===== src/rtl/irrigacao_sequenciador.sv =====
// irrigacao_sequenciador
// Irrigation-cycle sequencer: fill the tank, irrigate by sprinkler or drip,
// then clean the lines. Drives the one-hot mode indications consumed by the
// downstream actuator clock selector.
//
// Ports
//   clk          : system clock, rising edge
//   reset        : synchronous active-high reset
//   start        : cycle request, level-sampled in IDLE only
//   umidade_ok   : soil moisture sufficient
//   modo         : 1 = sprinkler, 0 = drip (sampled when entering irrigation)
//   tanque_cheio : tank-full sensor
//   tanque_vazio : tank-empty sensor
//   ack_erro     : operator fault acknowledge
//   start_fill   : one-cycle pulse on the first ENCHER cycle
//   state        : fill pump enable (ENCHER)
//   Aspersao     : sprinkler phase
//   Gotejamento  : drip phase
//   Limpeza      : line cleaning phase
//   ERRO         : fault state
//   estado       : current state code
//   done         : one-cycle pulse on the first IDLE cycle after LIMPEZA
//
// All outputs are registered decodes of the state register, so an input
// sampled at edge N shows up on the outputs after edge N+1.
module irrigacao_sequenciador #(
  parameter int FILL_TIMEOUT = 200,
  parameter int ASP_CYCLES   = 100,
  parameter int GOT_CYCLES   = 150,
  parameter int LIMP_CYCLES  = 50,
  parameter int CNT_W        = 16
) (
  input  logic       clk,
  input  logic       reset,
  input  logic       start,
  input  logic       umidade_ok,
  input  logic       modo,
  input  logic       tanque_cheio,
  input  logic       tanque_vazio,
  input  logic       ack_erro,
  output logic       start_fill,
  output logic       state,
  output logic       Aspersao,
  output logic       Gotejamento,
  output logic       Limpeza,
  output logic       ERRO,
  output logic [2:0] estado,
  output logic       done
);

  typedef enum logic [2:0] {
    S_IDLE        = 3'd0,
    S_ENCHER      = 3'd1,
    S_ASPERSAO    = 3'd2,
    S_GOTEJAMENTO = 3'd3,
    S_LIMPEZA     = 3'd4,
    S_ERRO        = 3'd5
  } state_t;

  // Terminal counter values: a phase of duration D exits when counter == D-1.
  localparam logic [CNT_W-1:0] FILL_LAST = CNT_W'(FILL_TIMEOUT - 1);
  localparam logic [CNT_W-1:0] ASP_LAST  = CNT_W'(ASP_CYCLES - 1);
  localparam logic [CNT_W-1:0] GOT_LAST  = CNT_W'(GOT_CYCLES - 1);
  localparam logic [CNT_W-1:0] LIMP_LAST = CNT_W'(LIMP_CYCLES - 1);

  state_t            state_q, state_d;
  logic [CNT_W-1:0]  cnt_q, cnt_d;
  logic              from_limp_q;   // state_q just entered IDLE from LIMPEZA

  logic              start_fill_q, state_out_q, asp_q, got_q, limp_q, erro_q;
  logic [2:0]        estado_q;
  logic              done_q;

  state_t            irrig_sel;

  always_comb begin
    irrig_sel = modo ? S_ASPERSAO : S_GOTEJAMENTO;
    state_d   = state_q;

    case (state_q)
      S_IDLE: begin
        if (start && !umidade_ok) begin
          state_d = tanque_cheio ? irrig_sel : S_ENCHER;
        end
      end
      S_ENCHER: begin
        // A full tank wins over a timeout on the same cycle.
        if (tanque_cheio) begin
          state_d = irrig_sel;
        end else if (cnt_q == FILL_LAST) begin
          state_d = S_ERRO;
        end
      end
      S_ASPERSAO: begin
        if (tanque_vazio) begin
          state_d = S_ERRO;
        end else if (umidade_ok || cnt_q == ASP_LAST) begin
          state_d = S_LIMPEZA;
        end
      end
      S_GOTEJAMENTO: begin
        if (tanque_vazio) begin
          state_d = S_ERRO;
        end else if (umidade_ok || cnt_q == GOT_LAST) begin
          state_d = S_LIMPEZA;
        end
      end
      S_LIMPEZA: begin
        if (cnt_q == LIMP_LAST) begin
          state_d = S_IDLE;
        end
      end
      S_ERRO: begin
        // Acknowledge is only honoured once the tank is no longer empty.
        if (ack_erro && !tanque_vazio) begin
          state_d = S_IDLE;
        end
      end
      default: state_d = S_IDLE;   // codes 6 and 7
    endcase

    // Counter restarts on every state change; it may wrap harmlessly in the
    // untimed states because no comparison is made there.
    cnt_d = (state_d != state_q) ? '0 : cnt_q + CNT_W'(1);
  end

  always_ff @(posedge clk) begin
    if (reset) begin
      state_q      <= S_IDLE;
      cnt_q        <= '0;
      from_limp_q  <= 1'b0;
      start_fill_q <= 1'b0;
      state_out_q  <= 1'b0;
      asp_q        <= 1'b0;
      got_q        <= 1'b0;
      limp_q       <= 1'b0;
      erro_q       <= 1'b0;
      estado_q     <= 3'd0;
      done_q       <= 1'b0;
    end else begin
      state_q      <= state_d;
      cnt_q        <= cnt_d;
      from_limp_q  <= (state_q == S_LIMPEZA) && (state_d == S_IDLE);
      // Counter is zero only on the first cycle of a phase.
      start_fill_q <= (state_q == S_ENCHER) && (cnt_q == '0);
      state_out_q  <= (state_q == S_ENCHER);
      asp_q        <= (state_q == S_ASPERSAO);
      got_q        <= (state_q == S_GOTEJAMENTO);
      limp_q       <= (state_q == S_LIMPEZA);
      erro_q       <= (state_q == S_ERRO);
      estado_q     <= state_q;
      done_q       <= from_limp_q;
    end
  end

  assign start_fill  = start_fill_q;
  assign state       = state_out_q;
  assign Aspersao    = asp_q;
  assign Gotejamento = got_q;
  assign Limpeza     = limp_q;
  assign ERRO        = erro_q;
  assign estado      = estado_q;
  assign done        = done_q;

endmodule


===== config.mk =====
export PLATFORM = sky130hd
export DESIGN_NAME = irrigacao_sequenciador
export DESIGN_NICKNAME = d
export VERILOG_FILES = /design/src/rtl/irrigacao_sequenciador.sv
export SDC_FILE = /design/constraint.sdc
export NUM_CORES = 1
export LEC_CHECK = 0
export CORE_ASPECT_RATIO = 0.8
export CORE_MARGIN = 4
export CORE_UTILIZATION = 59
export CTS_CLUSTER_DIAMETER = 200
export CTS_CLUSTER_SIZE = 20
export DETAILED_ROUTE_END_ITERATION = 6
export PLACE_DENSITY_LB_ADDON = 0.1
export SYNTH_ARGS = -nofsm -noshare
export SYNTH_HDL_FRONTEND = slang
export SYNTH_SLANG_ARGS = --single-unit

===== constraint.sdc =====
create_clock -name clk -period 3.7 [get_ports clk]
set_clock_uncertainty 0.2 [all_clocks]
set_input_delay 0.37 -clock clk [delete_from_list [all_inputs] [get_ports clk]]
set_output_delay 0.37 -clock clk [all_outputs]
set_load 0.01 [all_outputs]

; ---- Word level (Yosys, flattened, before mapping)
; Index checks and enable logic that the tools add are counted.
[totals]
word_cells = 46
output_inout_bits = 10
reg_bits = 30
[classes]
addsub = 1
n_reduce_logical = 12
muxes = 12
eq_ne = 10
[ops]
columns = cell, count
row1 = $eq A16 B8 Y1 const B, 2
row2 = $mux W3, 9
row3 = $pmux W3 S6, 1
row4 = $add A16 B1 Y16 const B, 1
row5 = $eq A16 B6 Y1 const B, 1
row6 = $eq A16 B7 Y1 const B, 1
row7 = $logic_not A16 Y1, 1
row8 = $eq A3 B2 Y1 const B, 2
row9 = $eq A3 B3 Y1 const B, 2
row10 = $logic_not A3 Y1, 2
row11 = $logic_and A1 B1 Y1, 4
row12 = $eq A3 B1 Y1 const B, 1
row13 = $ne A3 B3 Y1, 1
row14 = $logic_not A1 Y1, 2
row15 = $logic_or A1 B1 Y1, 2
row16 = $mux W2, 1
row17 = $reduce_or A2 Y1, 1
row18 = $mux W1, 1

; ---- Longest topological paths before layout
[logic_depth]
depth_word = 7
mapped_depth = 9

; ---- Worst setup path after synthesis
; Ideal clock, no wire load.
[synth_timing]
kind = reg2reg
startpoint = register cnt_q[2]
endpoint = register cnt_q[10]
stages_incl_launch_ff = 9
path_slack_ns = 1.650
arrival_ns = 1.735
setup_ns = 0.115
n_path_buf = 2
t_required_ns = 3.385
cell_sequence = dfxtp_1 buf_6 or4_4 nor4_2 a221o_2 a21oi_2 o21ai_4 buf_12 nor2_2
[synth_between]
elab_chain_cells = 7
elab_cells_between_ends = 17
classes_between = add/sub (1) / eq/ne (5) / mux (8) / reduce/logical (3)
[synth_lines]
columns = element, line
row1 = start: declaration, 67  ; logic [CNT_W-1:0] cnt_q, cnt_d;
row2 = start signal: assignment, 142  ; cnt_q <= cnt_d;
row3 = $eq A16 B8 Y1 / $eq A16 B7 Y1 (equally long branches), "104, 97"
row4 = "$logic_or A1 B1 Y1, on equally long branches", "104, 97"
row5 = "$mux W3, on equally long branches", "104, 97"
row6 = "$mux W3, on equally long branches", "102, 95"
row7 = $pmux W3 S6, 80  ; case (state_q)
row8 = $ne A3 B3 Y1, 124  ; cnt_d = (state_d != state_q) ? '0 : cnt_q + CNT_W'(1);
row9 = $reduce_or A2 Y1 (no source line), n/a
; Parallel ways exist; a longest one is shown, timed or not.
; A chain may end at the register's enable or synchronous reset.

; ---- Final worst setup path
[layout_timing]
startpoint = register state_q[1]
endpoint = register cnt_q[7]
[layout_between]
elab_chain_cells = 5
elab_cells_between_ends = 18
classes_between = eq/ne (6) / mux (10) / reduce/logical (2)
[layout_lines]
columns = element, line
row1 = start: declaration, 66  ; state_t state_q, state_d;
row2 = start signal: assignment, 141  ; state_q <= state_d;
row3 = "$mux W3, on equally long branches", "104, 90, 97"
row4 = "$mux W3, on equally long branches", "102, 88, 95"
row5 = $pmux W3 S6, 80
row6 = $ne A3 B3 Y1 *, 124
row7 = $reduce_or A2 Y1 (no source line) *, n/a
; Mark *: on every way between the ends. The rest lies on a longest branch, timed or not.

==> flow_summary.ini <==
[outcome]
outcome = complete, no violations

[cts]
postCtsHoldBufs = 0
cts.clk_slew.worst_paths_ns = 0.11
cts.sinks = 30
tritoncts = built
cts_root_buf = clkbuf_4
post_cts_buffers = 0
cts_made_buffers = 5
htreeDepth = 2
clk_latency_ns = 0.34
clockBufferDepth = 2
cts_resized = 0

[critical_path]
r2r_cells = 6
r2r_start = state_q[1]
cp_top_family = compound AO/OA/AOI/OAI gates
setup.worst_path.class = flop to flop
startpoint_type = flop
crit_slowest_cell = dfxtp_1
rr_endpoint = cnt_q[7]
r2r_setup_slack_ns = 1.28
crit_path_max_incr_delay_ns = 0.58
crit_chain = nor2b_1 > a221oi_2 > a2bb2oi_1 > o31ai_2 > o21ai_4 > nor3_1
crit_buf_inv = 0
path_max_fanout = 16
worstPathArrival_ns = 2.43
crit_path_end_kind = flop
worst-endpoint-required_ns = 3.71

[die]
start_util_pct = 62.5
die_area_mm2 = 0.00349
core.rowCount = 16
die-height_um = 53.7
dieWidth_um = 65.1
pin_count = 18
core_area_mm2 = 0.00246

[layout]
drive_gt1_share_pct = 17.9
postLayoutCoreUtil_pct = 73.7
design_area_mm2 = 0.00181
n_fill_cell = 195
n_antenna_cell = 0
areaGrowthSynthToFinish_pct = 17.9
multi_input_area_um2 = 865
seqCellArea_um2 = 601
nets = 194

[synthesis]
synth_area_mm2 = 0.00154
ys_warn_count = 0
synth_cell_types = 48
netlist_instances = 166
ys_ff_latch = 30
synth_ff_type = dfxtp_1
async_flop_share_pct = 0
synth_seq_area_share_pct = 39.0
synth_top_area_share_pct = 39.0
synth_nets = 177
synth_edf_count = 0
yosysTopAreaCell = dfxtp_1
yosysMostFrequentCell = dfxtp_1
yosys-top-cells-count = dfxtp_1 (30), nor3_1 (12), nor2_2 (11)
avgSynthCellArea_um2 = 9.27
ys_top_cells_by_area = dfxtp_1 (39%), nor2_2 (4.5%), xnor2_1 (4.0%)

[placement]
io_buffers = 17
gp_congestion = 0.860
placed_area_mm2 = 0.00170
dpl.hpwl_um = 2350

[timing]
rsz0062_at_grt = false
relSlewSlack_pct = 62.2
fin_setup_tns_ns = 0
hold_viol_final = 0
period_share_pct = 65.3
tightestPinTransition_ns = 0.565
fin_crit_ns = 2.42
slew_violations = 0
max_freq_mhz = 414
setup_viol = 0

[routing]
totalWireLength_um = 3220
num_vias = 1266
dr.first_iter.drc_count = 94
viasPerCell = 5.75
post-route-drc-count = 0
routedWlPerCell_um = 14.6
final_antenna_net_count = 0
drt_pass1_iterations = 4

[global_route]
grtUsageTotal_pct = 21.8
overflow = 0
grt_pass1_wl_um = 5710
antenna_found_initial = 0
grt_max_degree = 17
grt_pass1_vias = 1227

[worst_hold_path]
whs_path_depth = 1
min_from = from_limp_q
worstHoldEndpoint = done
min_path_type = flop to flop

[run]
maxCapViolations = 0

[power_and_ir_drop]
ir_drop_mv = 0.425
p_leak_nw = 0.639
power_density_mw_per_mm2 = 440
cell type report:
class	count	area share, %
sequential	30	33.1
inverter	6	1.24
tap	36	2.48
multi-input combinational	123	47.7
clock buffer	6	2.83
timing repair buffer	17	9.38
clock inverter	2	3.31
report_power, final:
group	internal [mW]	leakage, nW	switching [mW]
logic	0.0461	0.338	0.0570
clock network	0.229	0.0585	0.119
registers	0.334	0.243	0.0138
worst max-delay path by stage:
stage	startpoint	to	slack, ns	cells after the start
after floorplan	cnt_q[2]	cnt_q[10]	1.65	8
after global placement	tanque_vazio	cnt_q[3]	1.05	7
after detailed placement	tanque_cheio	cnt_q[7]	1.05	7
after CTS	state_q[1]	cnt_q[7]	1.30	6
after global routing	state_q[1]	cnt_q[3]	1.10	6
final	state_q[1]	cnt_q[7]	1.28	6
cell usage in the layout (no fill, tap or decap), types with 5 or more instances in the layout:
cell,Yosys,layout
dfxtp_1,30,30
clkdlybuf4s50_1,0,17
nor3_1,12,12
nor2_2,11,11
nand2_1,10,10
nor2_1,9,9
xnor2_1,7,7
inv_1,6,6
xor2_1,6,6
nor2b_1,6,6
nand4_1,5,5
a21oi_1,5,5
nand3_1,5,5
clkbuf_4,0,5
metrics by stage:
stage / power, mW / hold slack, ns / instances / setup slack, ns
finish: 0.799 / 0.253 / 220 / 1.28
global route: 0.832 / 0.279 / 220 / 1.10
CTS: 0.804 / 0.259 / 220 / 1.30
detailed placement: 0.457 / 0.242 / 212 / 1.05
global placement: 0.456 / 0.228 / 212 / 1.05
floorplan: 0.434 / 0.214 / 166 / 1.65
cell families (layout without fill, tap and decap cells):
| logic type | Yosys count | in the layout | share of synthesized area [%] |
|---|---|---|---|
| AO/OA/AOI/OAI | 24 | 24 | 12.7 |
| AND/OR/NAND/NOR | 83 | 83 | 33.7 |
| flip-flops | 30 | 30 | 39.0 |
| adder cells (fa/ha/maj) | 3 | 3 | 2.44 |
| XOR/XNOR | 13 | 13 | 7.40 |
| buffers and inverters | 13 | 31 | 4.80 |
registers in the layout (all words and copies together), names as in the netlist:
name / cells
Aspersao: 1
ERRO: 1
Gotejamento: 1
Limpeza: 1
cnt_q: 16
done: 1
estado: 3
from_limp_q: 1
start_fill: 1
state: 1
state_q: 3
per-layer routing:
layer / vias to the layer above / track usage (%) / share of wire [%]
met5: - / 0 / 0
met4: 0 / 6.90 / 0.65
met3: 4 / 6.26 / 6.2
met2: 48 / 35.1 / 45
met1: 587 / 28.6 / 48
li1: 627 / - / -
worst register-to-register path: cells and delay by family, from the launching register on:
family             cells  cell delay [ns]
and+or+nand+nor        2             0.29
AOI/OAI and AO/OA      4             1.22
DFF                    1             0.58
Power figures use the tool's default switching activity.
